**src/rtl/ahb_uart_tx.sv**
```systemverilog
// ahb_uart_tx
// AHB-Lite slave that queues bytes written by the core in a TX FIFO and
// serialises them onto an 8N1 UART line at a fixed HCLK divisor.
// A data write to a full FIFO stalls the bus (HREADYOUT=0) until a slot frees.
// Any read returns the status word {count, busy, empty, full}.
//
// Optional feature: define UART_TX_PARITY_EN to insert an even-parity bit
// between the last data bit and the stop bit (frame becomes 11 bit times).

module ahb_uart_tx #(
    parameter int FIFO_DEPTH = 16,
    parameter int CLK_DIV    = 434
) (
    input  logic        HCLK,
    input  logic        HRESET,
    input  logic        HSEL,
    input  logic [31:0] HADDR,
    input  logic [1:0]  HTRANS,
    input  logic        HWRITE,
    input  logic [2:0]  HSIZE,
    input  logic [31:0] HWDATA,
    input  logic        HREADY,
    output logic        HREADYOUT,
    output logic [31:0] HRDATA,
    output logic        TXD,
    output logic        TX_IRQ
);

    localparam int PTR_W = $clog2(FIFO_DEPTH);
    localparam int CNT_W = PTR_W + 1;
    localparam int DIV_W = $clog2(CLK_DIV);

    typedef enum logic [2:0] {
        ST_IDLE   = 3'd0,
        ST_START  = 3'd1,
        ST_DATA   = 3'd2,
        ST_PARITY = 3'd3,
        ST_STOP   = 3'd4
    } tx_state_e;

`ifdef UART_TX_PARITY_EN
    // Even parity: the parity bit makes the total number of ones even.
    function automatic logic even_parity(input logic [7:0] data);
        return ^data;
    endfunction
`endif

    // Bus data-phase registers
    logic             dp_valid_r;
    logic             dp_write_r;
    logic             dp_addr2_r;

    // FIFO state
    logic [7:0]       fifo_mem_r [FIFO_DEPTH];
    logic [PTR_W-1:0] wr_ptr_r;
    logic [PTR_W-1:0] rd_ptr_r;
    logic [CNT_W-1:0] count_r;
    logic [CNT_W-1:0] count_n_s;
    logic             full_s;
    logic             empty_s;
    logic             push_s;
    logic             pop_s;
    logic             data_wr_s;

    // Shifter state
    tx_state_e        state_r;
    tx_state_e        state_n_s;
    logic [DIV_W-1:0] div_r;
    logic [DIV_W-1:0] div_n_s;
    logic [2:0]       bit_r;
    logic [2:0]       bit_n_s;
    logic [7:0]       shift_r;
    logic [7:0]       shift_n_s;
    logic             div_last_s;
    logic             busy_s;
    logic             txd_r;
    logic             txd_d_s;
    logic             tx_irq_r;
    logic [4:0]       cnt5_s;
    logic [31:0]      status_s;

`ifdef UART_TX_PARITY_EN
    logic [7:0]       byte_r;
`endif

    // Only HADDR[2] and HWDATA[7:0] are decoded; HSIZE is don't-care.
    logic unused_s;
    assign unused_s = ^{HSIZE, HADDR[31:3], HADDR[1:0], HWDATA[31:8]};

    // Capture the address phase whenever the bus advances; hold during stalls.
    always_ff @(posedge HCLK or posedge HRESET) begin
        if (HRESET) begin
            dp_valid_r <= 1'b0;
            dp_write_r <= 1'b0;
            dp_addr2_r <= 1'b0;
        end else if (HREADY) begin
            dp_valid_r <= HSEL & HTRANS[1];
            dp_write_r <= HWRITE;
            dp_addr2_r <= HADDR[2];
        end else begin
            dp_valid_r <= dp_valid_r;
            dp_write_r <= dp_write_r;
            dp_addr2_r <= dp_addr2_r;
        end
    end

    assign full_s     = (count_r == CNT_W'(FIFO_DEPTH));
    assign empty_s    = (count_r == CNT_W'(0));
    assign data_wr_s  = dp_valid_r & dp_write_r & ~dp_addr2_r;
    assign push_s     = data_wr_s & ~full_s;
    assign busy_s     = (state_r != ST_IDLE);
    assign div_last_s = (div_r == DIV_W'(CLK_DIV - 1));
    assign cnt5_s     = 5'(count_r);
    assign status_s   = {19'd0, cnt5_s, 5'd0, busy_s, empty_s, full_s};

    // Stall only a data write that finds the FIFO full; everything else is zero-wait.
    assign HREADYOUT = ~(data_wr_s & full_s);

    // Read data is the live status during a read data phase, zero otherwise.
    always_comb begin
        if (dp_valid_r && !dp_write_r) begin
            HRDATA = status_s;
        end else begin
            HRDATA = 32'd0;
        end
    end

    // FIFO storage needs no reset: occupancy is tracked by count/pointers.
    always_ff @(posedge HCLK) begin
        if (push_s) begin
            fifo_mem_r[wr_ptr_r] <= HWDATA[7:0];
        end
    end

    // Next occupancy: push and pop together leave the count unchanged.
    always_comb begin
        case ({push_s, pop_s})
            2'b10:   count_n_s = count_r + CNT_W'(1);
            2'b01:   count_n_s = count_r - CNT_W'(1);
            default: count_n_s = count_r;
        endcase
    end

    // FIFO pointers and count; power-of-two depth lets pointers wrap naturally.
    always_ff @(posedge HCLK or posedge HRESET) begin
        if (HRESET) begin
            wr_ptr_r <= '0;
            rd_ptr_r <= '0;
            count_r  <= '0;
        end else begin
            if (push_s) begin
                wr_ptr_r <= wr_ptr_r + PTR_W'(1);
            end
            if (pop_s) begin
                rd_ptr_r <= rd_ptr_r + PTR_W'(1);
            end
            count_r <= count_n_s;
        end
    end

    // Shifter next-state: bit timing, byte loading and frame sequencing.
    always_comb begin
        state_n_s = state_r;
        div_n_s   = div_r;
        bit_n_s   = bit_r;
        shift_n_s = shift_r;
        pop_s     = 1'b0;
        case (state_r)
            ST_IDLE: begin
                if (!empty_s) begin
                    pop_s     = 1'b1;
                    shift_n_s = fifo_mem_r[rd_ptr_r];
                    div_n_s   = DIV_W'(0);
                    state_n_s = ST_START;
                end else begin
                    state_n_s = ST_IDLE;
                end
            end
            ST_START: begin
                if (div_last_s) begin
                    div_n_s   = DIV_W'(0);
                    bit_n_s   = 3'd0;
                    state_n_s = ST_DATA;
                end else begin
                    div_n_s = div_r + DIV_W'(1);
                end
            end
            ST_DATA: begin
                if (div_last_s) begin
                    div_n_s   = DIV_W'(0);
                    shift_n_s = {1'b0, shift_r[7:1]};
                    if (bit_r == 3'd7) begin
                        bit_n_s = 3'd0;
`ifdef UART_TX_PARITY_EN
                        state_n_s = ST_PARITY;
`else
                        state_n_s = ST_STOP;
`endif
                    end else begin
                        bit_n_s = bit_r + 3'd1;
                    end
                end else begin
                    div_n_s = div_r + DIV_W'(1);
                end
            end
`ifdef UART_TX_PARITY_EN
            ST_PARITY: begin
                if (div_last_s) begin
                    div_n_s   = DIV_W'(0);
                    state_n_s = ST_STOP;
                end else begin
                    div_n_s = div_r + DIV_W'(1);
                end
            end
`endif
            ST_STOP: begin
                if (div_last_s) begin
                    div_n_s = DIV_W'(0);
                    if (!empty_s) begin
                        // Back-to-back: next START follows immediately
                        pop_s     = 1'b1;
                        shift_n_s = fifo_mem_r[rd_ptr_r];
                        state_n_s = ST_START;
                    end else begin
                        state_n_s = ST_IDLE;
                    end
                end else begin
                    div_n_s = div_r + DIV_W'(1);
                end
            end
            default: begin
                state_n_s = ST_IDLE;
                div_n_s   = DIV_W'(0);
                bit_n_s   = 3'd0;
            end
        endcase
    end

    // Line level for the coming cycle, derived from next state so TXD is a flop.
    always_comb begin
        case (state_n_s)
            ST_IDLE:   txd_d_s = 1'b1;
            ST_START:  txd_d_s = 1'b0;
            ST_DATA:   txd_d_s = shift_n_s[0];
`ifdef UART_TX_PARITY_EN
            ST_PARITY: txd_d_s = even_parity(byte_r);
`endif
            ST_STOP:   txd_d_s = 1'b1;
            default:   txd_d_s = 1'b1;
        endcase
    end

    // Shifter registers, registered line output and registered interrupt.
    always_ff @(posedge HCLK or posedge HRESET) begin
        if (HRESET) begin
            state_r  <= ST_IDLE;
            div_r    <= '0;
            bit_r    <= 3'd0;
            shift_r  <= 8'd0;
            txd_r    <= 1'b1;
            tx_irq_r <= 1'b1;
        end else begin
            state_r  <= state_n_s;
            div_r    <= div_n_s;
            bit_r    <= bit_n_s;
            shift_r  <= shift_n_s;
            txd_r    <= txd_d_s;
            tx_irq_r <= (count_n_s == CNT_W'(0)) && (state_n_s == ST_IDLE);
        end
    end

`ifdef UART_TX_PARITY_EN
    // Keep an intact copy of the frame's byte for the parity bit.
    always_ff @(posedge HCLK or posedge HRESET) begin
        if (HRESET) begin
            byte_r <= 8'd0;
        end else if (pop_s) begin
            byte_r <= fifo_mem_r[rd_ptr_r];
        end else begin
            byte_r <= byte_r;
        end
    end
`endif

    assign TXD    = txd_r;
    assign TX_IRQ = tx_irq_r;

endmodule
```
**config.mk**
```make
export PLATFORM = sky130hd
export DESIGN_NAME = ahb_uart_tx
export DESIGN_NICKNAME = d
export VERILOG_FILES = /design/src/rtl/ahb_uart_tx.sv
export SDC_FILE = /design/constraint.sdc
export NUM_CORES = 1
export LEC_CHECK = 0
export ABC_AREA = 1
export BUFFER_PORTS_ARGS = -buffer_cell sky130_fd_sc_hd__buf_2
export CORE_ASPECT_RATIO = 1.5
export CORE_UTILIZATION = 52
export DETAILED_ROUTE_END_ITERATION = 8
export GPL_TIMING_DRIVEN = 1
export PLACE_DENSITY_LB_ADDON = 0.12
export SLEW_MARGIN = 30
export SYNTH_ARGS = -nofsm -noshare
export SYNTH_HDL_FRONTEND = slang
export SYNTH_SLANG_ARGS = --single-unit
```
**constraint.sdc**
```tcl
create_clock -name HCLK -period 2.36 [get_ports HCLK]
set_clock_uncertainty 0.1 [all_clocks]
set_input_delay 0.472 -clock HCLK [delete_from_list [all_inputs] [get_ports HCLK]]
set_output_delay 0.472 -clock HCLK [all_outputs]
set_load 0.02 [all_outputs]
```
# ---- Yosys cells after proc, flatten, opt, wreduce, memory -nomap -nowiden
# Memory sizes are Yosys's and may differ from the RTL's.
# Cells that the tools add are included.
dict set report classes {
  addsub 6
  mux 25
  reduce_logical 13
  bitwise 9
  eq_ne 14
}
# operator n
set ops {}
lappend ops {{two-way mux 8 bit} 3}
lappend ops {{one-hot mux 8 bit (3 select lines)} 1}
lappend ops {{two-way mux 3 bit} 7}
lappend ops {{two-way mux 9 bit} 2}
lappend ops {{one-hot mux 9 bit (2 select lines)} 1}
lappend ops {{two-way mux 13 bit} 1}
lappend ops {{one-hot mux 3 bit (4 select lines)} 1}
lappend ops {{logical NOT 5 bit} 2}
lappend ops {{one-hot mux 5 bit (2 select lines)} 1}
lappend ops {{adder 9 x 1 -> 9 bit, second input constant} 1}
lappend ops {{== test 9 bit, second input constant} 1}
lappend ops {{one-hot mux 3 bit (3 select lines)} 1}
lappend ops {{adder 4 x 1 -> 4 bit, second input constant} 2}
lappend ops {{!= test 2 bit, second input constant} 4}
lappend ops {{== test 3 x 1 -> 1 bit, second input constant} 2}
lappend ops {{== test 3 x 2 -> 1 bit, second input constant} 2}
lappend ops {{== test 3 bit, second input constant} 2}
lappend ops {{logical NOT 3 bit} 2}
lappend ops {{AND reduction 3 bit} 2}
lappend ops {{nonzero test 3 bit} 2}
lappend ops {{adder 5 x 1 -> 5 bit, second input constant} 1}
lappend ops {{bitwise AND 1 bit} 5}
lappend ops {{== test 5 bit, second input constant} 1}
lappend ops {{two-way mux 1 bit} 5}
lappend ops {{10 further kinds} 15}
dict set report totals {
  mem_count 1
  mem_bits_rw 128
  word_cells 81
  input_bits 74
  regBits 41
  output_inout_bits 35
}
# memory words word_bits rd rd_ports_with_merged_regs write_ports line
set memory_table {}
lappend memory_table {fifo_mem_r 16 8 1 0 1 54} ;# logic [7:0] fifo_mem_r [FIFO_DEPTH];

# ---- Depth between registers and ports, before layout
dict set report depth {
  depth_word 8
  mapped_depth 20
  depth_no_buf 20
}

# ---- Worst setup path before layout
# Ideal clock, no wire load.
dict set report synth_path {
  path_type {reg2reg}
  startpoint {register div_r[0]}
  endpoint {register tx_irq_r, in the netlist TX_IRQ}
  arrival_time_ns 2.045
  required_time_ns 2.196
  path_stages_with_launch 17
  slack_ns 0.151
  cell_sequence {dfrtp_1 > ha_1 > nand2_1 > nor2_4 > nand2_4 > nand2_8 > nand2_8 > clkinv_4 > ha_1 > inv_1 > nand2_1 > o21ai_0 > nor2_1 > nand3_1 > nor2_1 > nand3_1 > nor2_2}
}
dict set report synth_via {
  elab_chain_len 7
  word_cells_on_any_way 13
  cone_classes {eq/ne: 3; mux: 7; reduce/logical: 3}
}
# item line
set synth_rtl {}
lappend synth_rtl {{from (decl)} 68} ;# logic [DIV_W-1:0] div_r;
lappend synth_rtl {{from (signal assigned)} 264} ;# div_r <= div_n_s;
lappend synth_rtl {{== test 9 bit (*)} 112} ;# assign div_last_s = (div_r == DIV_W'(CLK_DIV - 1));
lappend synth_rtl {{two-way mux 1 bit (*)} 217} ;# if (div_last_s) begin
lappend synth_rtl {{one-hot mux 1 bit (2 select lines) (*)} 168} ;# case (state_r)
lappend synth_rtl {{== test 2 x 1 -> 1 bit or == test 2 bit (tied branches)} 137} ;# case ({push_s, pop_s})
lappend synth_rtl {{one-hot mux 5 bit (2 select lines) (*)} 137}
lappend synth_rtl {{via count_n_s[1]} 58} ;# logic [CNT_W-1:0] count_n_s;
lappend synth_rtl {{logical NOT 5 bit (*)} 268} ;# tx_irq_r <= (count_n_s == CNT_W'(0)) && (state_n_s == ST_IDLE);
lappend synth_rtl {{logical AND 1 bit (*)} 268}
lappend synth_rtl {{to (signal assigned)} 268}
lappend synth_rtl {{to (decl)} 78} ;# logic tx_irq_r;
# The timed path passes the listed nets; every way through them passes the cells marked *.
# A chain may end at the register's enable or synchronous reset.

# ---- Final worst setup path
dict set report layout_path {
  startpoint {register div_r[1]}
  endpoint {register tx_irq_r, in the netlist TX_IRQ}
}
# The elaborated chain is that of the path after synthesis.

==> summary.txt <==
Placed design
  – HPWL Detailed: about 11 mm
  – Placed Area: 8110 sq um
  – Routability Congestion: slightly below 0.9
  – Dpl cells: approximately 900
  – Port Buffer Count: 25

Power and ir drop
  – Tot Pwr: between 9 and 10 mW
  – PwrDens: approximately 1100 nW/um^2
  – Lkg Pwr: 3.34 nW
  – VDD IR max: between 700 and 800 uV

Critical path
  – R2r worst-path depth: 17
  – CP max-delay cell: dfrtp_1
  – Biggest cell delay along the critical path: around 0.39 ns
  – Crit Path Max Fanout: 5
  – CP delay by family, top: simple AND/OR/NAND/NOR gates
  – Worst EP required: between 2 and 3 ns
  – CP cell instances: inv_2, ha_4, nand2_4, nor2_4, nand2_4, nand2_8, nand4_1, nand2_2, inv_2, ha_4, nand2_2, o21ai_2, nor2_1, nand3_1, nor2_1, nand3_1, nor2_2
  – Critical path buffer and inverter count: 2
  – Reg2Reg Setup Slack: 0.14 ns
  – Worst setup SP type: flip-flop
  – R2r endpoint: TX_IRQ
  – RR Startpoint: div_r[1]
  – Nature of the critical path endpoint: flip-flop
  – Arrival time worst endpoint: 2.48 ns
  – Crit path kind: reg2reg

CTS
  – Post-CTS Setup Bufs: 0
  – CTS buffer count: 17
  – Clock Sinks: about 170
  – CTS tree: done
  – H-tree levels: 4
  – Root Driver: clkbuf_16
  – Clk slew on worst S/H paths: about 0.060 ns
  – CTS max path bufs: 2
  – Worst skew pair latency: ~0.42 ns
  – Hold buffer count at CTS: 0

Timing
  – Hold Vio Cnt, Final: 0
  – Rel. slew slack: 0.601
  – Min Hold Slack: roughly 0.068 ns
  – Max frequency: around 450 MHz
  – Final period utilization: 0.941
  – Total Negative Setup Slacks: 0 ns
  – Setup violators final: 0
  – RSZ-0062 raised after global routing: yes
  – Worst Tran Pin Value: between 0.5 and 0.6 ns
  – Fin crit period: about 2.2 ns
  – Count of pins over their slew limit: 0

Floorplan
  – Die Y: around 150 um
  – FP Rows: 53
  – DIE WIDTH: 101 um
  – CORE AREA: ~14000 sq um
  – Initial cell density of the core: 0.537
  – DIE AREA: about 15000 sq um
  – # IOs: ~110

Cells and area
  – Most frequent cells in the layout: edfxtp_1 (128), nor2_1 (112), o21ai_0 (74)
  – N_diodes: 0
  – Layout cells sized above 1: 0.203
  – Post-Layout Cell Count: 930
  – Finished Cell Area: 8760 sq um
  – # nets final: a little over 800
  – Most common cell after layout, fill and taps aside: edfxtp_1
  – Number of filler cells placed in the layout: ~1100
  – Area grow syn2layout: 15.6%

Yosys
  – FFs w/ async S/R, synth: 0.243
  – Syn Area/Cell: ~11 sq um
  – Count of cell types in the netlist: 45
  – Mapped Area: about 7600 sq um
  – Yosys reg bits: about 170
  – Main synth FF type: edfxtp_1
  – Post-synth EDFFs: between 100 and 150
  – Post-Synthesis Cells: approximately 660
  – Yosys top cell by area: edfxtp_1
  – Sequential fraction of the synthesis area: 0.643
  – Syn. warnings: 0
  – Synth top area cells: edfxtp_1 (51%), dfrtp_1 (13%), nor2_1 (5.5%), o21ai_0 (5.0%), o221ai_1 (2.8%)
  – Top cell type's share of synthesized area: 0.507

Global route
  – Vias in the first global route: between 5000 and 6000
  – Grt total ovfl: 0
  – All-Layer GR Usage: 0.240
  – Initial antenna violation count: 0
  – First-pass GRT wire length: about 27 mm
  – Largest net degree at the start of global routing: 67

Drt
  – Antenna viol nets, final: 0
  – DRC: 0
  – WL/cell: approximately 18 um
  – DRT Pass-1 Iters: 7
  – DR vias/cell: about 5.6
  – Final WL: ~17 mm
  – Via count: approximately 5200
  – Starting DRT DRC Count: around 260

Job
  – Max-cap check violation count: 0

Min path
  – Hold Path Class: in2async

Outcome
  – Outcome: complete, no violations
-- registers in the layout, indices dropped and copies added (netlist names) --
register,count
rd_ptr_r,4
dp_valid_r,1
state_r,3
TXD,1
shift_r,8
wr_ptr_r,4
dp_write_r,1
bit_r,3
fifo_mem_r,128
div_r,9
cnt5_s,5
TX_IRQ,1
dp_addr2_r,1
-- cell families (layout without fill, tap and decap cells) --
family | count (synthesis) | count (layout) | synth area share
and+or+nand+nor | 230 | 230 | 0.146
buffers and inverters | 93 | 146 | 0.0613
muxes | 1 | 1 | 0.00149
AOI/OAI and AO/OA | 149 | 149 | 0.121
xor gates and xnor gates | 8 | 8 | 0.00925
DFF | 169 | 169 | 0.643
other | 1 | 24 | 0.000495
adders and majority gates | 11 | 11 | 0.0182
-- area by class of cell --
cell class	instances	area (sq um)	area share
well taps	192	240	0.0274
flip-flops and latches	169	4870	0.556
clock buffers	22	518	0.0591
multi-input cells	423	2390	0.273
repair buffers	71	495	0.0566
inverters	43	171	0.0196
clock inverters	10	73.8	0.00843
-- cells in the mapped netlist (all sizes together) (2+ instances only) --
| cell type | instances |
|---|---|
| nand2 | 62 |
| nor2 | 121 |
| o21ai | 77 |
| nor3 | 4 |
| nand4 | 5 |
| xor2 | 6 |
| nand3 | 34 |
| buf | 34 |
| a2bb2oi | 6 |
| clkbuf | 16 |
| edfxtp | 128 |
| ha | 11 |
| inv | 41 |
| o221ai | 24 |
| o22ai | 10 |
| o211ai | 12 |
| a21oi | 14 |
| xnor2 | 2 |
| clkinv | 2 |
| dfstp | 2 |
| a31oi | 2 |
| dfrtp | 39 |
| a22o | 2 |
| nand3b | 2 |
-- power breakdown --
group          internal (mW)  switching [mW]
Clock                   1.58            1.16
Sequential              3.48           0.246
Combinational           1.24            2.15
Total                   6.30            3.56
-- worst max path at each step --
stage / slack, ns / endpoint / depth (start not counted) / from
6_report: 0.14 / TX_IRQ / 17 / div_r[1]
5_1_grt: -0.04 / TX_IRQ / 17 / div_r[1]
4_1_cts: 0.03 / TX_IRQ / 17 / div_r[1]
3_5_place_dp: -0.006 / TX_IRQ / 17 / div_r[1]
3_3_place_gp: 0.05 / TX_IRQ / 17 / div_r[1]
2_1_floorplan: 0.15 / TX_IRQ / 16 / div_r[0]
-- through the flow --
stage	setup slack (ns)	utilization
floorplan	0.151	-
global placement	0.0459	0.574
detailed placement	-0.00586	0.574
CTS	0.0285	0.616
global route	-0.0376	0.620
finish	0.139	0.620
-- per-layer routing --
| metal | vias to the layer above | track usage | part of all wire |
|---|---|---|---|
| met4 | 0 | 0.0928 | 0.024 |
| li1 | 2449 | - | - |
| met3 | 27 | 0.0402 | 0.041 |
| met2 | 162 | 0.425 | 0.53 |
| met5 | - | 0 | 0 |
| met1 | 2540 | 0.289 | 0.40 |
-- timing repair --
item                       4_1_cts  5_1_grt
pin swaps                        1       10
gates cloned                     0        0
gates resized for setup          1       13
setup endpoints to repair        1        2
-- worst reg2reg max path, stage by stage, from the launching register on --
cell	delay (ns)
dfrtp_1	0.39
inv_2	0.09
ha_4	0.14
nand2_4	0.05
nor2_4	0.11
nand2_4	0.08
nand2_8	0.10
nand4_1	0.14
nand2_2	0.09
inv_2	0.05
ha_4	0.20
nand2_2	0.05
o21ai_2	0.06
nor2_1	0.10
nand3_1	0.10
nor2_1	0.13
nand3_1	0.10
nor2_2	0.11
Power figures use the tool's default switching activity.
